$ cat src/rtl/dmem_arbiter_pkg.sv
// rtl/dmem_arbiter_pkg.sv - shared types and constants for the data-RAM arbiter
//
// Purpose: FSM state encoding and requester index constants used by
//          dmem_arbiter and arb_pick2.
// Ports:   none (package).
// Config:  DMEM_ARB_RR_EN selects round-robin arbitration inside arb_pick2.

package dmem_arbiter_pkg;

   // Transaction FSM: one grant takes exactly IDLE -> ACCESS -> RESP.
   typedef enum logic [1:0] {
      S_IDLE   = 2'd0,
      S_ACCESS = 2'd1,
      S_RESP   = 2'd2
   } state_t;

   // Requester indices (grant_idx / rr_ptr encoding).
   localparam logic PORT0 = 1'b0;
   localparam logic PORT1 = 1'b1;

endpackage

$ cat src/rtl/dmem_arbiter_pick2.sv
// rtl/dmem_arbiter_pick2.sv - two-way combinational grant selector
//
// Purpose: chooses which of two pending requests is served next.
// Ports:
//   req[1:0]     in   pending requests, bit n = port n
//   rr_ptr       in   preferred port (round-robin build only)
//   grant_idx    out  index of the selected port
//   grant_valid  out  1 when any request is pending
// Config:
//   DMEM_ARB_RR_EN defined   : rr_ptr port wins a tie
//   DMEM_ARB_RR_EN undefined : port 0 always wins a tie, rr_ptr ignored

module arb_pick2
   import dmem_arbiter_pkg::*;
(
   input  logic [1:0] req,
   input  logic       rr_ptr,
   output logic       grant_idx,
   output logic       grant_valid
);

`ifdef DMEM_ARB_RR_EN
   always_comb begin
      grant_valid = |req;
      // Preferred port if it asks, otherwise the other one. When nothing
      // is pending the index is don't-care because grant_valid is 0.
      grant_idx   = req[rr_ptr] ? rr_ptr : ~rr_ptr;
   end
`else
   logic unused_rr_ptr;
   assign unused_rr_ptr = rr_ptr;

   always_comb begin
      grant_valid = |req;
      grant_idx   = req[0] ? PORT0 : PORT1;
   end
`endif

endmodule

$ cat src/rtl/dmem_arbiter.sv
// rtl/dmem_arbiter.sv - shares the single-port 256x64 data RAM between two requesters
//
// Purpose: serialises port 0 (CPU load/store) and port 1 (debug/DMA loader)
//          onto one falling-edge-sampled RAM, one transaction at a time.
//          Every grant takes three cycles: IDLE (sample), ACCESS (RAM acts on
//          the mid-cycle falling edge), RESP (one-cycle ack to the winner).
// Ports:
//   clock, reset               clock; synchronous active-high reset
//   pN_req/write/addr/wdata    requester N command (level request, held to ack)
//   pN_ack, pN_rdata           requester N completion pulse and read data
//                              (a store returns the word's previous contents)
//   ram_address/write/in       registered RAM command
//   ram_out                    RAM read data
//   busy                       1 whenever a transaction is in flight
// Config:
//   DMEM_ARB_RR_EN             round-robin instead of fixed port-0 priority
//                              (resolved inside arb_pick2)

module dmem_arbiter
   import dmem_arbiter_pkg::*;
#(
   parameter int ADDR_W = 8,
   parameter int DATA_W = 64
)
(
   input  logic              clock,
   input  logic              reset,

   input  logic              p0_req,
   input  logic              p0_write,
   input  logic [ADDR_W-1:0] p0_addr,
   input  logic [DATA_W-1:0] p0_wdata,
   output logic              p0_ack,
   output logic [DATA_W-1:0] p0_rdata,

   input  logic              p1_req,
   input  logic              p1_write,
   input  logic [ADDR_W-1:0] p1_addr,
   input  logic [DATA_W-1:0] p1_wdata,
   output logic              p1_ack,
   output logic [DATA_W-1:0] p1_rdata,

   output logic [ADDR_W-1:0] ram_address,
   output logic              ram_write,
   output logic [DATA_W-1:0] ram_in,
   input  logic [DATA_W-1:0] ram_out,

   output logic              busy
);

   state_t state;
   logic   win;          // port that owns the in-flight transaction
   logic   rr_ptr;       // preferred port for the next tie
   logic   grant_idx;
   logic   grant_valid;

   arb_pick2 u_pick (
      .req         ({p1_req, p0_req}),
      .rr_ptr      (rr_ptr),
      .grant_idx   (grant_idx),
      .grant_valid (grant_valid)
   );

   assign busy = (state != S_IDLE);

   always_ff @(posedge clock) begin
      if (reset) begin
         state       <= S_IDLE;
         win         <= PORT0;
         rr_ptr      <= PORT0;
         ram_address <= '0;
         ram_write   <= 1'b0;
         ram_in      <= '0;
         p0_ack      <= 1'b0;
         p1_ack      <= 1'b0;
         p0_rdata    <= '0;
         p1_rdata    <= '0;
      end else begin
         case (state)
            S_IDLE: begin
               p0_ack    <= 1'b0;
               p1_ack    <= 1'b0;
               ram_write <= 1'b0;
               if (grant_valid) begin
                  win    <= grant_idx;
                  rr_ptr <= ~grant_idx;
                  if (grant_idx == PORT1) begin
                     ram_address <= p1_addr;
                     ram_write   <= p1_write;
                     ram_in      <= p1_wdata;
                  end else begin
                     ram_address <= p0_addr;
                     ram_write   <= p0_write;
                     ram_in      <= p0_wdata;
                  end
                  state <= S_ACCESS;
               end
            end

            S_ACCESS: begin
               // The RAM has already acted on this cycle's falling edge, so
               // ram_out holds the word as it was before any store.
               ram_write <= 1'b0;
               if (win == PORT1) begin
                  p1_rdata <= ram_out;
                  p1_ack   <= 1'b1;
               end else begin
                  p0_rdata <= ram_out;
                  p0_ack   <= 1'b1;
               end
               state <= S_RESP;
            end

            S_RESP: begin
               p0_ack <= 1'b0;
               p1_ack <= 1'b0;
               state  <= S_IDLE;
            end

            default: begin
               p0_ack    <= 1'b0;
               p1_ack    <= 1'b0;
               ram_write <= 1'b0;
               state     <= S_IDLE;
            end
         endcase
      end
   end

endmodule
$ cat config.mk
export PLATFORM = sky130hd
export DESIGN_NAME = dmem_arbiter
export DESIGN_NICKNAME = d
export VERILOG_FILES = /design/src/rtl/dmem_arbiter_pkg.sv /design/src/rtl/dmem_arbiter_pick2.sv /design/src/rtl/dmem_arbiter.sv
export SDC_FILE = /design/constraint.sdc
export NUM_CORES = 1
export LEC_CHECK = 0
export CORE_AREA = 2 2 165 167
export DETAILED_ROUTE_END_ITERATION = 8
export DIE_AREA = 0 0 167 169
export MAX_ROUTING_LAYER = met4
export PLACE_DENSITY_LB_ADDON = 0.15
export SYNTH_ARGS = -nofsm -noshare
export SYNTH_HDL_FRONTEND = slang
export SYNTH_SLANG_ARGS = --single-unit
$ cat constraint.sdc
create_clock -name clock -period 2 [get_ports clock]
set_input_delay 0.3 -clock clock [delete_from_list [all_inputs] [get_ports clock]]
set_output_delay 0.3 -clock clock [all_outputs]
set_load 0.02 [all_outputs]
* Yosys cells after proc, flatten, opt, wreduce, memory -nomap -nowiden
Cells that the tools add are included.
** Operators by class
- Add/sub/neg operators :: 0
- $mul :: 0
- Divide/modulo/power cells :: 0
- Order comparisons :: 0
- Eq/ne operators :: 3
- Shift-type cells :: 0
- Muxes and demuxes :: 8
- Bitwise logic cells :: 2
- Reductions and logical operators :: 7
** Operator list (number)
- 64-bit two-way mux :: 1
- 8-bit two-way mux :: 1
- 2-bit AND reduction :: 3
- 2-bit one-hot mux with 2 select lines :: 1
- 2-bit OR reduction :: 2
- 1-bit two-way mux :: 3
- 2-bit by 1-bit == test with 1-bit output, second input constant :: 1
- 2-bit == test, second input constant :: 1
- 2-bit zero test :: 1
- 2-bit two-way mux :: 1
- 2-bit inequality test, second input constant :: 1
- 1-bit NOT :: 2
- 1-bit one-hot mux with 2 select lines :: 1
- 2-bit nonzero test :: 1
** Storage, ports and cells
- Bits in registers :: 206
- Latch bits :: 0
- Bits in writable memories :: 0
- Memory bits (read-only) :: 0
- Input bits :: 214
- Output and inout port bits :: 204
- Logic and storage cells :: 29
- Memories kept :: 0

* Longest topological paths before layout
Gate-level depths: netlist (run 1).
- Depth in word-level cells :: 3
- Gate-level depth with buffers :: 5
- Mapped depth without buffers :: 3

* Cells and area by module
From an unflattened synthesis (run 1), not the netlist that was laid out.
** Unflattened totals
- Cell total of the unflattened synthesis :: 905
- Area total of the unflattened synthesis :: 7938.9 um^2
** By module, submodules not included
- dmem_arbiter :: instances 1, cells each 903, area each 7928.9 um^2, seq. area each 4144.0 um^2
- arb_pick2 :: instances 1, cells each 2, area each 10.0 um^2, seq. area each 0.0 um^2

* Worst setup path before layout (run 1)
Ideal clock, no wire load.
- Path type :: register to register
- From :: register state[0]
- To :: register p0_rdata[46]
- Library setup time :: 134 ps
- Arrival :: 1149 ps
- Data required time :: 1866 ps
- Path slack :: 717 ps
- Stages on the path, launching flop included :: 6
- Buffers on the path :: 2
- Clock period less this slack :: 1283 ps
- Cells stage by stage :: dfxtp_1 -> or3b_1 -> buf_2 -> buf_6 -> nand2_1 -> a21oi_1
** Between the ends
- Cells in the longest elaborated chain, start to end :: 2
** Ends and longest elaborated chain
- from (decl) :: RTL line dmem_arbiter.sv:51 : state_t state;
- from (signal assigned) :: RTL line dmem_arbiter.sv:68 : state <= S_IDLE;
- from (signal assigned) :: RTL line dmem_arbiter.sv:96 : state <= S_ACCESS;
- from (signal assigned) :: RTL line dmem_arbiter.sv:111 : state <= S_RESP;
- 2-bit by 1-bit == test with 1-bit output :: RTL line dmem_arbiter.sv:79 : case (state)
- 2-bit AND reduction (no line)
- to (signal assigned) :: RTL line dmem_arbiter.sv:108 : p0_rdata <= ram_out;
- to (decl) :: RTL line dmem_arbiter.sv:34 : output logic [DATA_W-1:0] p0_rdata,
No other way between the ends.
A chain may end at the register's enable or synchronous reset.

* Worst setup path in the final report (run 1)
- From :: register state[1]
- To :: output busy
** Between the ends
- Cells in the longest elaborated chain, start to end :: 1
** Ends and longest elaborated chain
- 2-bit nonzero test :: RTL line dmem_arbiter.sv:64 : assign busy = (state != S_IDLE);
- to (decl) :: RTL line dmem_arbiter.sv:48 : output logic busy
No other way between the ends.

==> run metrics, run 1 <==
Mapped Area 8300 µm²; RD Place Congestion 0.772; Comb pwr share 21.4%; FF-to-FF path depth 4; Final Slew Violations 0; CTS tree yes; Chip Width 167 µm; total negative slack 0 ns; Clock Latency Late Sink 0.50 ns; FMAX 0.543 GHz; die span in y 169 µm; Area Overhead vs Synth 63.7%; nature of the critical path startpoint register; CORE AREA 26500 µm²; largest net degree at the start of global routing 74; IO buf count 417; leading area contributor after synthesis dfxtp_1; Area after DPL 12700 µm²; Max VDD drop 708 µV; most used flip-flop cell after synthesis dfxtp_1; Pre-Repair DR Iteration Count 4; CP max FO 7; Yosys warning count 0; Power Total 11.7 mW; HP Class in2reg; Ports 418; slew of the pin with the lowest slew margin 0.802 ns; Post-synth EDFFs 0; CTS max path bufs 3; Setup Skew 0.00679 ns; arrival time at the worst endpoint 1.54 ns; vias per cell 4.74; Hold Fails Final Rpt 0; layout cells sized above 1 10.9%; WL/cell 17.9 µm; post-synthesis sequential area ratio 49.7%; DR iter-0 viols 328; total CTS buffers 24; Post-Syn Area per Cell 9.14 µm²; overall routing resource usage 20.6%; Root Buffer clkbuf_16; clk slew on worst S/H paths 0.06 ns; P_sw 3.15 mW; antenna violations before repair 1; Leakage 4.90 nW; GRT overflow 0; library cells used by synthesis 23; design area 13600 µm²; initial core utilization 31.3%; cell with the most instances after synthesis nand2_1; syn nets 1122; Sink Count 206; Cell Int Power 8.58 mW; DRC violations left 0; DRT antenna net count 0; asr flop ratio synth 0%; Period Utilization, post-route 92.1%; post-synth top area share 49.7%; Routed WL 29500 µm; min Tclk post-route 1.84 ns; most frequent cells after synthesis 256 x nand2_1, 206 x dfxtp_1, 202 x a21oi_1, 72 x mux2i_1, 70 x a211oi_2; Max-Slew Margin vs Limit 46.5%; Hold Startpoint reset; Rows 60; Syn Inst Count 908; unrepaired setup endpoints after global routing no; Clock Power Share 39.9%; first-pass GRT wire length 45100 µm; WP data required 1.70 ns; Setup CP Type reg2out; vias in the first global route 7750; crit path launch state[1]; switching share of total power 26.8%; dominant cells by area after synthesis dfxtp_1 50%, a21oi_1 12%, nand2_1 12%; number of cells after detailed placement 1605; Die Footprint 28200 µm²; status complete, no violations; Synth Register Bits 206; H-tree depth 1; PwrDens 863 nW/µm²; dpl hpwl 20700 µm; origin of the critical flop-to-flop path state[0]; max-cap violations 0; routed via count 7819; # setup viols final 0; Crit. End Element output port; Hold Path Depth 2; fin cells 1650; Flop pwr share 38.7%; Final nets 1504
## placed cells by master, fill, tap and decap left out, drive strengths merged, types with 2 or more instances in the layout
| master | n |
|---|---|
| clkdlybuf4s50 | 414 |
| dfxtp | 206 |
| bufinv | 3 |
| nor3b | 2 |
| inv | 2 |
| nand2 | 256 |
| a211oi | 73 |
| clkinv | 5 |
| a21oi | 202 |
| mux2i | 72 |
| buf | 23 |
| clkbuf | 37 |
| nand3b | 2 |
## worst max-delay path, stage by stage (launching register included)
cell           delay, ns
dfxtp_1             0.48
nor2_4              0.11
inv_1               0.06
dlygate4sd2_1       0.39
## logic make-up (layout without fill, tap and decap cells)
logic type      after synthesis  count (layout)  synth area share [%]
compound gates              277             277                  23.2
buf+inv                      85             485                  5.83
flops                       206             206                  49.7
mux                          73              73                  8.82
other cells                   0               1                     0
simple gates                267             267                  12.5
## per-stage QoR
step	util, %	hold slack, ns	worst slack, ns
2_1_floorplan	-	0.436	0.717
3_3_place_gp	48.0	0.438	-0.00558
3_5_place_dp	48.0	0.445	-0.0311
4_1_cts	51.3	0.181	0.138
5_1_grt	51.3	0.192	0.0562
6_report	51.3	0.197	0.157
## path summary, 6_finish.rpt
| path | end | slack [ns] |
|---|---|---|
| max | busy | 0.16 |
| min | ram_in[47] | 0.20 |
| max reg2reg | p0_rdata[28] | 0.48 |
| min reg2reg | p0_rdata[44] | 0.45 |
## repair_timing
item / CTS / global route
hold buffers: 0 / 0
endpoints found under the setup margin: 1 / 0
setup buffers: 0 / 0
resized for setup: 1 / 0
## power by group through the flow
stage	registers [mW]	clock network [mW]	logic, mW
floorplan	4.95	0	0.924
global placement	4.62	0	2.52
detailed placement	4.63	0	2.54
CTS	4.54	4.81	2.55
global route	4.57	5.00	2.67
finish	4.53	4.68	2.51
## final cells by class
class | instances | area (µm²)
fill | 2470 | 12900
timing repair buffer | 439 | 4460
sequential | 206 | 4120
multi-input combinational | 617 | 3710
clock buffer | 36 | 747
tap | 341 | 427
clock inverter | 8 | 115
inverter | 2 | 7.51
antenna | 1 | 2.50
## state kept, by name (all words and copies together) (netlist names)
register	cells
p0_rdata	64
p1_rdata	64
ram_in	64
ram_address	8
state	2
p0_ack	1
p1_ack	1
ram_write	1
win	1
## routing by layer
metal  GRT usage (%)  vias up  share of wire, %
li1                -     3880                 -
met1            24.5     3611                42
met2            34.5      274                49
met3            4.65       54               6.7
met4            6.63        0               3.0
met5               -        -                 0
No activity file was read; power rests on OpenSTA's default activity.
==> inputs of run 2 (changes only) <==
==> constraint.sdc (replaced) <==
create_clock -name clock -period 1.5 [get_ports clock]
set_input_delay 0.225 -clock clock [delete_from_list [all_inputs] [get_ports clock]]
set_output_delay 0.225 -clock clock [all_outputs]
set_load 0.02 [all_outputs]
==> run metrics, run 2 (synthesized netlist as in run 1, its figures left out) <==
Setup Skew 0.0177 ns (+0.0109 ns); slew of the pin with the lowest slew margin 0.346 ns (-0.457 ns); Final nets 1524 (+1.3%); Top Registers p0_rdata (64), p1_rdata (64), ram_in (64); # setup viols final 1 (+1); design area 13600 µm² (-0.27%); FMAX 0.647 GHz; die span in y 169 µm (unchanged); DR iter-0 viols 350 (+6.7%); Root Buffer clkbuf_16; max-cap violations 0 (unchanged); CP max-delay cell dfxtp_2; Ant. Diodes 0 (-1); Max-Slew Margin vs Limit 76.3% (+30 points); H-tree depth 1 (unchanged); Final Slew Violations 0 (unchanged); routed via count 7872 (+0.68%); failing checks setup timing; status finished with violations; Area after DPL 12900 µm² (+1.0%); overall routing resource usage 20.6% (+0.035 points); DRC violations left 0 (unchanged); CTS tree yes; dpl hpwl 21000 µm (+1.5%); Sequential Area 4130 µm² (+0.15%); RD Place Congestion 0.762 (-1.3%); final worst slack -0.0451 ns (-0.203 ns); CTS max path bufs 3 (unchanged); Fill cells 2567 (+3.9%); Multi-input gate area 3720 µm² (+0.24%); HP Class in2reg; WP data required 1.27 ns (-0.43 ns); pre-CTS setup slack -0.161 ns (-0.130 ns); first-pass GRT wire length 45400 µm (+0.63%); initial core utilization 31.3% (unchanged); Rows 60 (unchanged); Ports 418 (unchanged); min Tclk post-route 1.55 ns; Max VDD drop 681 µV (-3.8%); total negative slack -0.0451 ns (-0.0451 ns); layout cells sized above 1 12.3% (+1.4 points); arrival time at the worst endpoint 1.32 ns (-0.22 ns); nature of the critical path startpoint register; largest net degree at the start of global routing 65 (-12%); commonest non-fill, non-tap cell in the layout nand2_1; CP dominant cell by count buf_6; most frequent cells in the layout 256 x nand2_1, 211 x clkdlybuf4s50_1, 203 x dfxtp_1, 202 x a21oi_1, 198 x dlygate4sd2_1; Clock Latency Late Sink 0.51 ns (about the same); unrepaired setup endpoints after global routing yes; Hold Fails Final Rpt 0 (unchanged); slowest stage delay, CP 0.32 ns (-0.16 ns); cell chain of the critical path buf_6, nor2_4, buf_6, inv_2, buf_6; Setup CP Type reg2out; Pre-Repair DR Iteration Count 4 (unchanged); IO buf count 417 (unchanged); vias per cell 4.72 (-0.47%); total CTS buffers 24 (unchanged); CORE AREA 26500 µm² (unchanged); Chip Width 167 µm (unchanged); Period Utilization, post-route 103%; vias in the first global route 7924 (+2.2%); clk slew on worst S/H paths 0.05 ns (about the same); Routed WL 29900 µm (+1.4%); WL/cell 17.9 µm (+0.22%); PwrDens 1110 nW/µm² (+29%); GRT overflow 0 (unchanged); Sink Count 206 (unchanged); Leakage 5.82 nW (+19%); Die Footprint 28200 µm² (unchanged); CP max FO 4 (-3); antenna violations before repair 0 (-1); Power Total 15.1 mW (+29%); Crit. End Element output port; Area Overhead vs Synth 63.3%; DRT antenna net count 0 (unchanged)
==> run 2: power by group <==
part           switching, mW  internal (mW)
registers              0.186           5.85
logic                   1.74           1.51
clock network           2.27           3.52
total                   4.19           10.9
==> run 2: repair_timing <==
item	in CTS	in global routing
setup endpoints to repair	204	49
cloned	0	3
pin swaps	1	1
gates resized for setup	209	13
buffers inserted	1	6
endpoints found under the hold margin	0	0
hold buffers	0	0
==> run 2: routing by layer <==
layer	share of wire (%)	global-route usage (%)	wire (µm)
met2	50	35.6	14900
met1	41	23.9	12300
met5	0	-	0
met4	2.6	6.48	775
met3	6.7	4.42	1990
==> run 2: final timing paths <==
| check | from | end | slack [ns] | cells past startpoint |
|---|---|---|---|---|
| setup / recovery | state[0] | busy | -0.05 | 5 |
| hold / removal | reset | ram_in[20] | 0.09 | 2 |
| setup reg to reg | state[0] | ram_in[23] | 0.09 | 7 |
| hold reg to reg | p1_ack | p1_ack | 0.45 | 1 |
==> run 2: critical path, delay by kind of cell, from the launching register on <==
| family | cells | cell delay (ns) |
|---|---|---|
| and+or+nand+nor | 1 | 0.11 |
| DFF | 1 | 0.32 |
| buffers and inverters | 4 | 0.39 |
==> run 2: layout make-up <==
type                    instances  share of cell area, %
clock inverters                 5                  0.369
repair buffers                459                   33.1
well taps                     341                   3.15
inverters                       2                 0.0554
flip-flops and latches        206                   30.5
clock buffers                  39                   5.44
multi-input cells             617                   27.4
==> run 2: stage by stage <==
step	std cells	hold WS, ns	util [%]
global placement	1616	0.435	48.5
CTS	1661	0.0759	50.6
floorplan	908	0.361	-
finish	1669	0.0876	51.2
global route	1669	0.0881	51.2
detailed placement	1616	0.442	48.5
